**config.mk**
```make
export PLATFORM = sky130hd
export DESIGN_NAME = act_clip_pipe
export DESIGN_NICKNAME = d
export VERILOG_FILES = /design/src/rtl/act_clip_pipe.sv
export SDC_FILE = /design/constraint.sdc
export NUM_CORES = 1
export LEC_CHECK = 0
export CAP_MARGIN = 30
export CORE_ASPECT_RATIO = 1.1
export CORE_MARGIN = 4
export CORE_UTILIZATION = 50
export DETAILED_ROUTE_END_ITERATION = 8
export PLACE_DENSITY_LB_ADDON = 0.08
export SYNTH_ARGS = -nofsm -noshare
export SYNTH_HDL_FRONTEND = slang
export SYNTH_SLANG_ARGS = --single-unit
```
**constraint.sdc**
```tcl
create_clock -name clk -period 6.4 [get_ports clk]
set_input_delay 1.6 -clock clk [delete_from_list [all_inputs] [get_ports clk]]
set_output_delay 1.6 -clock clk [all_outputs]
set_load 0.01 [all_outputs]
```
**src/rtl/act_clip_pipe.sv**
```systemverilog
// act_clip_pipe: two-stage, multi-lane activation clamp with valid/ready flow
// control. Per beat it applies linear, ReLU, ReLU6 (SIX_Q) or ReLU-N
// (runtime ceiling) to LANES signed words.
//
// S1 holds the raw beat plus its mode and effective ceiling. S2 holds the
// clamped beat and per-lane clipped flags. Both stages use a skid-free
// "advance when downstream empty or draining" rule. This gives full
// throughput and two beats of buffering under backpressure.
//
// Optional build macro: ACT_CLIP_STATS_EN adds stat_clr / stat_hi_cnt. These
// form a saturating count of lanes clipped at the upper bound, and the count
// is taken on every output transfer.
module act_clip_pipe #(
  parameter int DATA_W = 32,
  parameter int LANES  = 4,
  parameter logic signed [DATA_W-1:0] SIX_Q = 6
) (
  input  logic                      clk,
  input  logic                      rst,
  input  logic                      in_valid,
  output logic                      in_ready,
  input  logic [LANES*DATA_W-1:0]   in_data,
  input  logic [1:0]                in_mode,
  input  logic [DATA_W-1:0]         in_clip_hi,
  output logic                      out_valid,
  input  logic                      out_ready,
  output logic [LANES*DATA_W-1:0]   out_data,
  output logic [LANES-1:0]          out_clipped
`ifdef ACT_CLIP_STATS_EN
  ,
  input  logic                      stat_clr,
  output logic [31:0]               stat_hi_cnt
`endif
);

  localparam logic [1:0] MODE_LIN   = 2'd0;
  localparam logic [1:0] MODE_RELU  = 2'd1;
  localparam logic [1:0] MODE_RELU6 = 2'd2;
  localparam logic [1:0] MODE_RELUN = 2'd3;

  // Stage 1 state
  logic                     s1_valid_q, s1_valid_d;
  logic [LANES*DATA_W-1:0]  s1_data_q,  s1_data_d;
  logic [1:0]               s1_mode_q,  s1_mode_d;
  logic signed [DATA_W-1:0] s1_ceil_q,  s1_ceil_d;

  // Stage 2 state
  logic                     s2_valid_q, s2_valid_d;
  logic [LANES*DATA_W-1:0]  s2_data_q,  s2_data_d;
  logic [LANES-1:0]         s2_clip_q,  s2_clip_d;

  // Handshake and datapath intermediates
  logic                     s1_adv;
  logic                     s2_adv;
  logic                     s1_load;
  logic                     s2_load;
  logic signed [DATA_W-1:0] ceil_eff;
  logic [LANES*DATA_W-1:0]  clamp_data;
  logic [LANES-1:0]         clamp_clip;

`ifdef ACT_CLIP_STATS_EN
  logic [LANES-1:0]         clamp_hi;
  logic [LANES-1:0]         s2_hi_q, s2_hi_d;
  logic [31:0]              stat_q, stat_d;
  logic [32:0]              hi_pop;
  logic [32:0]              cnt_sum;
  logic                     out_xfer;
`endif

  // Advance rules: a stage may take new content when it is empty or when its
  // current content is leaving this cycle. in_ready is purely register-based
  // plus out_ready, never in_valid.
  always_comb begin
    s2_adv   = !s2_valid_q || out_ready;
    s1_adv   = !s1_valid_q || s2_adv;
    in_ready = s1_adv;
    s1_load  = s1_adv && in_valid;
    s2_load  = s2_adv && s1_valid_q;
  end

  // Effective ceiling chosen when the beat enters S1. A negative ReLU-N
  // ceiling collapses to zero so every lane of that beat reads 0.
  always_comb begin
    ceil_eff = '0;
    case (in_mode)
      MODE_RELU6: ceil_eff = SIX_Q;
      MODE_RELUN: ceil_eff = in_clip_hi[DATA_W-1] ? '0 : $signed(in_clip_hi);
      default:    ceil_eff = '0;
    endcase
  end

  // S1 next-state: capture beat, mode and ceiling together on acceptance
  always_comb begin
    s1_valid_d = s1_valid_q;
    s1_data_d  = s1_data_q;
    s1_mode_d  = s1_mode_q;
    s1_ceil_d  = s1_ceil_q;
    if (s1_adv) begin
      s1_valid_d = in_valid;
    end
    if (s1_load) begin
      s1_data_d = in_data;
      s1_mode_d = in_mode;
      s1_ceil_d = ceil_eff;
    end
  end

  // Per-lane clamp of the S1 contents; lanes never interact
  always_comb begin
    logic signed [DATA_W-1:0] lane_x;
    logic signed [DATA_W-1:0] lane_y;
    logic                     lane_hi;
    clamp_data = '0;
    clamp_clip = '0;
`ifdef ACT_CLIP_STATS_EN
    clamp_hi   = '0;
`endif
    for (int i = 0; i < LANES; i++) begin
      lane_x  = $signed(s1_data_q[i*DATA_W +: DATA_W]);
      lane_y  = lane_x;
      lane_hi = 1'b0;
      case (s1_mode_q)
        MODE_LIN: begin
          lane_y = lane_x;
        end
        MODE_RELU: begin
          if (lane_x < 0) lane_y = '0;
        end
        default: begin
          if (lane_x < 0) begin
            lane_y = '0;
          end else if (lane_x > s1_ceil_q) begin
            lane_y  = s1_ceil_q;
            lane_hi = 1'b1;
          end
        end
      endcase
      clamp_data[i*DATA_W +: DATA_W] = lane_y;
      clamp_clip[i] = (lane_y != lane_x);
`ifdef ACT_CLIP_STATS_EN
      clamp_hi[i] = lane_hi;
`endif
    end
  end

  // S2 next-state: latch clamp result when S2 drains or is empty
  always_comb begin
    s2_valid_d = s2_valid_q;
    s2_data_d  = s2_data_q;
    s2_clip_d  = s2_clip_q;
`ifdef ACT_CLIP_STATS_EN
    s2_hi_d    = s2_hi_q;
`endif
    if (s2_adv) begin
      s2_valid_d = s1_valid_q;
    end
    if (s2_load) begin
      s2_data_d = clamp_data;
      s2_clip_d = clamp_clip;
`ifdef ACT_CLIP_STATS_EN
      s2_hi_d   = clamp_hi;
`endif
    end
  end

  // Pipeline registers; reset discards anything in flight
  always_ff @(posedge clk) begin
    if (rst) begin
      s1_valid_q <= 1'b0;
      s1_data_q  <= '0;
      s1_mode_q  <= MODE_LIN;
      s1_ceil_q  <= '0;
      s2_valid_q <= 1'b0;
      s2_data_q  <= '0;
      s2_clip_q  <= '0;
    end else begin
      s1_valid_q <= s1_valid_d;
      s1_data_q  <= s1_data_d;
      s1_mode_q  <= s1_mode_d;
      s1_ceil_q  <= s1_ceil_d;
      s2_valid_q <= s2_valid_d;
      s2_data_q  <= s2_data_d;
      s2_clip_q  <= s2_clip_d;
    end
  end

  // Output ports come straight from S2 so they hold while stalled
  always_comb begin
    out_valid   = s2_valid_q;
    out_data    = s2_data_q;
    out_clipped = s2_clip_q;
  end

`ifdef ACT_CLIP_STATS_EN
  // Upper-clip count for the beat leaving S2, saturating at all-ones; clear wins
  always_comb begin
    out_xfer = s2_valid_q && out_ready;
    hi_pop   = '0;
    for (int i = 0; i < LANES; i++) begin
      hi_pop = hi_pop + 33'(s2_hi_q[i]);
    end
    cnt_sum = {1'b0, stat_q} + hi_pop;
    stat_d  = stat_q;
    if (stat_clr) begin
      stat_d = '0;
    end else if (out_xfer) begin
      stat_d = cnt_sum[32] ? 32'hFFFF_FFFF : cnt_sum[31:0];
    end
    stat_hi_cnt = stat_q;
  end

  // Statistics registers, kept beside but apart from the datapath
  always_ff @(posedge clk) begin
    if (rst) begin
      s2_hi_q <= '0;
      stat_q  <= '0;
    end else begin
      s2_hi_q <= s2_hi_d;
      stat_q  <= stat_d;
    end
  end
`else
  // Statistics build disabled: no counter state exists in this configuration.
`endif

endmodule

```
After elaboration in Yosys (flattened, before gate mapping)
Cells that the tools add are included.

storage, ports and cells
  register bits after elaboration = 296
  word-level logic and storage cells = 47
  memories kept = 0
  ROM bits = 0
  bits in writable memories = 0
  latch bits = 0

operators by class
  shifts and indexed selects = 0
  divide/modulo/power cells = 0
  bitwise operators = 0
  multipliers = 0
  mux-type cells = 18
  magnitude comparators = 8
  equal/unequal tests = 7
  $add $sub $neg = 0
  reductions and logical operators = 7

operators with widths
  cell                   number
  $mux W32               12
  $pmux W32 S2           4
  $gt A32 B32 Y1         4
  $lt A32 B1 Y1 const B  4
  $ne A32 B32 Y1         4
  $pmux W31 S2           1
  $mux W31               1
  $eq A2 B2 Y1 const B   2
  $eq A2 B1 Y1 const B   1
  $logic_and A1 B1 Y1    2
  $logic_not A1 Y1       2
  $logic_not A2 Y1       1
  $logic_or A1 B1 Y1     2

Depth between registers and ports, before layout
Gate-level depths: netlist (run 1).

  depth after elaboration = 5
  gate-level depth with buffers = 14
  gate-level depth less buffers = 11

Worst setup path before layout (run 1)
No wires, ideal clock.

  kind = input to output
  from = in out_ready
  to = out in_ready
  buffers on the path = 0
  stages = 2
  data required time = 4800 ps
  arrival = 1956 ps
  setup slack = 2844 ps
  cells stage by stage = nor2b_1 nand2_1

between the ends
  cells in the longest elaborated chain, start to end = 2

ends and longest elaborated chain
  item                RTL line  source
  from (decl)         26        input logic out_ready,
  $logic_or A1 B1 Y1  74        s2_adv = !s2_valid_q || out_ready;
  $logic_or A1 B1 Y1  75        s1_adv = !s1_valid_q || s2_adv;
  to (decl)           21        output logic in_ready,

Every way passes these cells.

Worst setup path in the final report (run 1)
Ends and elaborated chain as after synthesis.

==> out/qor.yml, run 1 <==
drt:
  drtAntennaViolNets: 0
  finalWirelength_um: 67100
  num_vias: 17000
  wl_met1_um: 26000
  drcViolationCount: 0
  drt_iter0_markers: 1889
  met3_length_um: 7290
  top_layer: "met5"
  drt-vias-per-instance: 6.38
  met2_length_um: 29300
  first_pass_iters: 5
  wl_per_cell_um: 25.2
critical_path:
  arrival_ns: 3.23
  cp-end-kind: "primary output"
  cpPeakStageDelay_ns: 0.53
  path_cells: "clkdlybuf4s50_1 > nor2b_1 > nand2_1 > clkdlybuf4s50_1"
  critPathKind: "in2out"
  regToRegStartpoint: "s1_ceil_q[3]"
  slowest_stage: "clkdlybuf4s50_1"
  r2r_slack_ns: 1.97
  cp.required_ns: 4.80
  worstReg2RegEnd: "out_data[41]"
  cp_max_fo: 5
  cp-start-kind: "primary input"
  crit_top_cell: "clkdlybuf4s50_1"
  reg2reg_depth: 10
clock_tree:
  numClockSinks: 295
  cts_setup_buffers: 0
  cts_resized: 0
  cts_buffers: 30
  cts_tree: "done"
  clock_path_buffers: 3
  postCtsHoldBufs: 0
  cts_root_buf: "clkbuf_16"
  cts_max_level: 1
  clk_pin_slew_ns: 0.06
  clock_latency_ns: 0.57
job:
  maxCapViolations: 0
yosys:
  synth_cell_type_count: 62
  ys_seq_elements: 295
  synth_cells: 2019
  yosysWarnings: 0
  synth.most_common_cell: "nand2_1"
  synth-seq-area-share_pct: 37.7
  synth_common_cells: "nand2_1, dfxtp_1, a21oi_1, nor2_1, clkbuf_1"
  async_flop_share_pct: 0
  synth.area.top_cells: "dfxtp_1, ha_1, nand2_1"
  synth_top_area_share_pct: 37.7
  synth_top_area_cell: "dfxtp_1"
  ys.flop_type: "dfxtp_1"
  syn_avg_cell_area_um2: 7.76
  synth_edf_count: 0
  synthesis.nets: 2309
  netlist_area_mm2: 0.0157
global_route:
  grt_first_pass_wirelength_um: 99900
  grt-ovfl-total: 0
  antenna_found_initial: 1
  grt_use_total_pct: 37.4
  grt_pass1_vias: 16400
  grt_max_degree: 125
timing:
  fin_crit_ns: 4.83
  tns_ns: 0
  rsz0062_at_grt: "no"
  period_share_pct: 75.5
  finalHoldViolations: 0
  fmax_mhz: 207
  worstMarginPinSlew_ns: 1.01
  drv_slew: 0
  finClkSkew_ns: 0.0136
  max_slew_margin_pct: 32.7
  finalSetupViolCount: 0
worst_hold_path:
  min_to: "out_data[127]"
  hold_path_class: "reg2reg"
  holdPathStages: 2
  worstHoldStart: "out_data[127]"
die:
  die_area_mm2: 0.0342
  core_area_mm2: 0.0307
  fp.dieH_um: 194
  start_util_pct: 51.1
  io_pins: 300
  die_w_um: 177
  rows: 67
place:
  gp_congestion: 0.999
  io_buffers: 299
  dpl_cell_area_mm2: 0.0190
  dp_hpwl_um: 46900
power_and_ir_drop:
  ir_drop_mv: 0.243
  p_per_area_mw_per_mm2: 233
  p_leak_nw: 7.54
final_layout:
  area_growth_pct: 27.1
  diodes: 0
  finalInstanceArea_mm2: 0.0199
  drive_gt1_share_pct: 4.92
  finalNetCount: 2531
status:
  status: "finished clean"
==> report_power, final <==
group	total (W)	internal, W	switching [W]
logic	0.000926	0.000426	0.000499
registers	0.00208	0.00194	0.000139
clock network	0.00163	0.000926	0.000704
total	0.00464	0.00330	0.00134
==> metrics by stage <==
step / std cells / utilization, % / total power (W) / setup slack (ns) / hold WS (ns)
after floorplan: 2019 / - / 0.00260 / 2.84 / 0.449
after global placement: 2622 / 61.9 / 0.00300 / 1.59 / 0.442
after detailed placement: 2623 / 62.0 / 0.00302 / 1.55 / 0.445
after CTS: 2669 / 64.9 / 0.00463 / 1.55 / 0.454
after global routing: 2669 / 64.9 / 0.00481 / 1.45 / 0.483
final: 2669 / 64.9 / 0.00464 / 1.57 / 0.457
==> cell usage in the layout, fill, tap and decap left out, types with 7 or more instances in the layout <==
cell and n:
nand4_1 37, buf_4 50, dfxtp_1 295, and4_1 9, nand3_1 52, a22oi_1 8, nor2_1 157, a211oi_1 10
a221oi_1 119, clkbuf_1 7, nor3_1 113, inv_1 55, xor2_1 8, xnor2_1 12, a21o_1 9, nand2_1 382
o21ai_0 54, a311oi_1 14, clkdlybuf4s50_1 298, ha_1 124, a211o_1 7, clkbuf_16 31, nor4_1 15, o22ai_1 43
a21oi_1 225, a22o_1 7
==> worst max-delay path by stage <==
stage,start,to,cells past startpoint
final,out_ready,in_ready,4
after detailed placement,out_ready,in_ready,4
after CTS,out_ready,in_ready,4
after global placement,out_ready,in_ready,4
after floorplan,out_ready,in_ready,2
after global routing,out_ready,in_ready,4
==> metal layers <==
layer | vias to the layer above | track usage (%)
met3 | 253 | 8.66
met2 | 943 | 57.7
met4 | 2 | 20.4
li1 | 7759 | -
met1 | 8068 | 48.3
met5 | - | 0
==> area by class of cell <==
type,count,area [um2]
repair buffers,353,3450
clock inverters,3,18.8
well taps,414,518
fillers,2718,10800
multi-input cells,1503,8930
inverters,58,218
flip-flops and latches,295,5910
clock buffers,43,871
==> critical path, delay by kind of cell <==
kind | cells | cell delay, ns
buffers and inverters | 2 | 0.93
AND/OR/NAND/NOR | 2 | 0.70
==> state kept, by name, indices dropped and copies added (netlist names) <==
name         count
s1_ceil_q       31
s1_data_q      128
out_data       128
s1_valid_q       1
out_valid        1
s1_mode_q        2
out_clipped      4
==> cell families (layout without fill, tap and decap cells) <==
| group | count (synthesis) | in the layout | share of synthesized area, % |
|---|---|---|---|
| xor gates and xnor gates | 20 | 20 | 1.12 |
| AOI/OAI and AO/OA | 558 | 558 | 23.4 |
| DFF | 295 | 295 | 37.7 |
| buffers and inverters | 221 | 457 | 5.57 |
| and+or+nand+nor | 801 | 801 | 22.3 |
| adders and majority gates | 124 | 124 | 9.90 |
No activity file was read; power rests on OpenSTA's default activity.
==> inputs of run 2 (changes only) <==
==> constraint.sdc (replaced) <==
create_clock -name clk -period 5.04 [get_ports clk]
set_input_delay 1.26 -clock clk [delete_from_list [all_inputs] [get_ports clk]]
set_output_delay 1.26 -clock clk [all_outputs]
set_load 0.01 [all_outputs]
==> run 2 against run 1 <==
Effect of this change:
- combinational power is 30% higher
- critical path type unchanged
- final cell count up 1.6%
- largest power group unchanged
- critical endpoint unchanged
- highest routed layer unchanged
- setup slack worse by 0.71 ns
- via count rose by 2.1%
==> out/qor.yml, run 2 (synthesized netlist as in run 1, its figures left out) <==
timing:
  rsz0062_at_grt: "no"
  max_slew_margin_pct: 43.8
  period_share_pct: 82.9
  finalHoldViolations: 0
  fin_crit_ns: 4.18
  finClkSkew_ns: 0.0317
  whs_ns: 0.462
  worstMarginPinSlew_ns: 0.843
  fmax_mhz: 239
  tns_ns: 0
  finalSetupViolCount: 0
  drv_slew: 0
drt:
  finalWirelength_um: 68000
  num_vias: 17400
  drt_iter0_markers: 2183
  drtAntennaViolNets: 0
  drcViolationCount: 0
  drt-vias-per-instance: 6.41
  first_pass_iters: 6
  wl_per_cell_um: 25.1
die:
  core_area_mm2: 0.0307
  fp.dieH_um: 194
  io_pins: 300
  die_area_mm2: 0.0342
  rows: 67
  die_w_um: 177
  start_util_pct: 51.1
global_route:
  grt-ovfl-total: 0
  grt_pass1_vias: 16300
  grt_use_total_pct: 37.9
  antenna_found_initial: 2
  grt_first_pass_wirelength_um: 100000
  grt_max_degree: 162
critical_path:
  cp_max_fo: 5
  critPathKind: "in2out"
  cp-end-kind: "primary output"
  cp-start-kind: "primary input"
  cp.required_ns: 3.78
  arrival_ns: 2.92
final_layout:
  area_growth_pct: 30.2
  diodes: 0
  finalInstanceArea_mm2: 0.0204
  mostFrequentLayoutCell: "nand2_1"
  finalNetCount: 2566
  mostFrequentLayoutCells: "nand2_1, clkdlybuf4s50_1, dfxtp_1, a21oi_1, nor2_1"
  finalNonFillerCells: 2712
  drive_gt1_share_pct: 6.70
power_and_ir_drop:
  pwr-share-seq_pct: 42.2
  power_frac_clock_pct: 38.6
  p_int_w: 0.00450
  switching_share_pct: 28.0
  switching_power_w: 0.00176
  p_per_area_mw_per_mm2: 307
  p_leak_nw: 7.79
  ir_drop_mv: 0.304
  p_comb_share_pct: 19.2
status:
  status: "finished clean"
clock_tree:
  clk_pin_slew_ns: 0.06
  cts_tree: "done"
  cts_setup_buffers: 0
  cts_root_buf: "clkbuf_16"
  cts_resized: 0
  clock_latency_ns: 0.58
  cts_max_level: 1
  postCtsHoldBufs: 0
  numClockSinks: 295
  cts_buffers: 30
  clock_path_buffers: 3
place:
  dp_cells: 2657
  gp_congestion: 1.06
  io_buffers: 299
  dp_hpwl_um: 48200
  dpl_cell_area_mm2: 0.0193
worst_hold_path:
  hold_path_class: "reg2reg"
job:
  maxCapViolations: 0
run 2: cell types whose count changed in the layout (fill, tap and decap cells not counted):
cell and change:
buf_12 +3, buf_16 +1, buf_4 +32, buf_8 -1, bufinv_16 +5, clkbuf_8 +2
clkinv_4 -1, clkinvlp_4 +2
run 2: path summary, 6_finish.rpt:
check / start / to / slack (ns) / cells after the start
worst max-delay path: out_ready / in_ready / 0.86 / 4
worst min register to register: out_data[127] / out_data[127] / 0.46 / 2
worst max register to register: s1_ceil_q[22] / out_clipped[3] / 1.10 / 11
worst min-delay path: out_data[127] / out_data[127] / 0.46 / 2
run 2: final cells by class:
cell class / instances / area, um2
repair buffers: 388 / 3760
clock inverters: 9 / 175
fillers: 2562 / 10300
multi-input cells: 1503 / 8930
clock buffers: 45 / 898
well taps: 414 / 518
flip-flops and latches: 295 / 5910
inverters: 58 / 218
run 2: power groups by stage:
stage	Clock [W]	Sequential [W]	Combinational, W
finish	0.00242	0.00264	0.00120
floorplan	0	0.00264	0.000656
detailed placement	0	0.00268	0.00118
CTS	0.00243	0.00263	0.00119
global placement	0	0.00268	0.00116
global route	0.00254	0.00265	0.00131
run 2: worst max-delay path, stage by stage:
cell	delay [ns]
clkdlybuf4s50_1	0.41
nor2b_1	0.48
nand2_1	0.23
clkdlybuf4s50_1	0.53
run 2: through the flow:
stage	utilization (%)	setup slack, ns	power [W]
after floorplan	-	1.82	0.00330
after global placement	62.9	0.892	0.00384
after detailed placement	62.9	0.839	0.00386
after CTS	66.4	0.832	0.00625
after global routing	66.5	0.743	0.00650
final	66.5	0.862	0.00626
run 2: metal layers:
layer,part of all wire (%),GRT usage (%),routed length [um]
met1,39,50.9,26800
met2,44,58.4,29800
met3,10,6.38,7000
met4,6.4,20.1,4370
met5,0.050,0,34
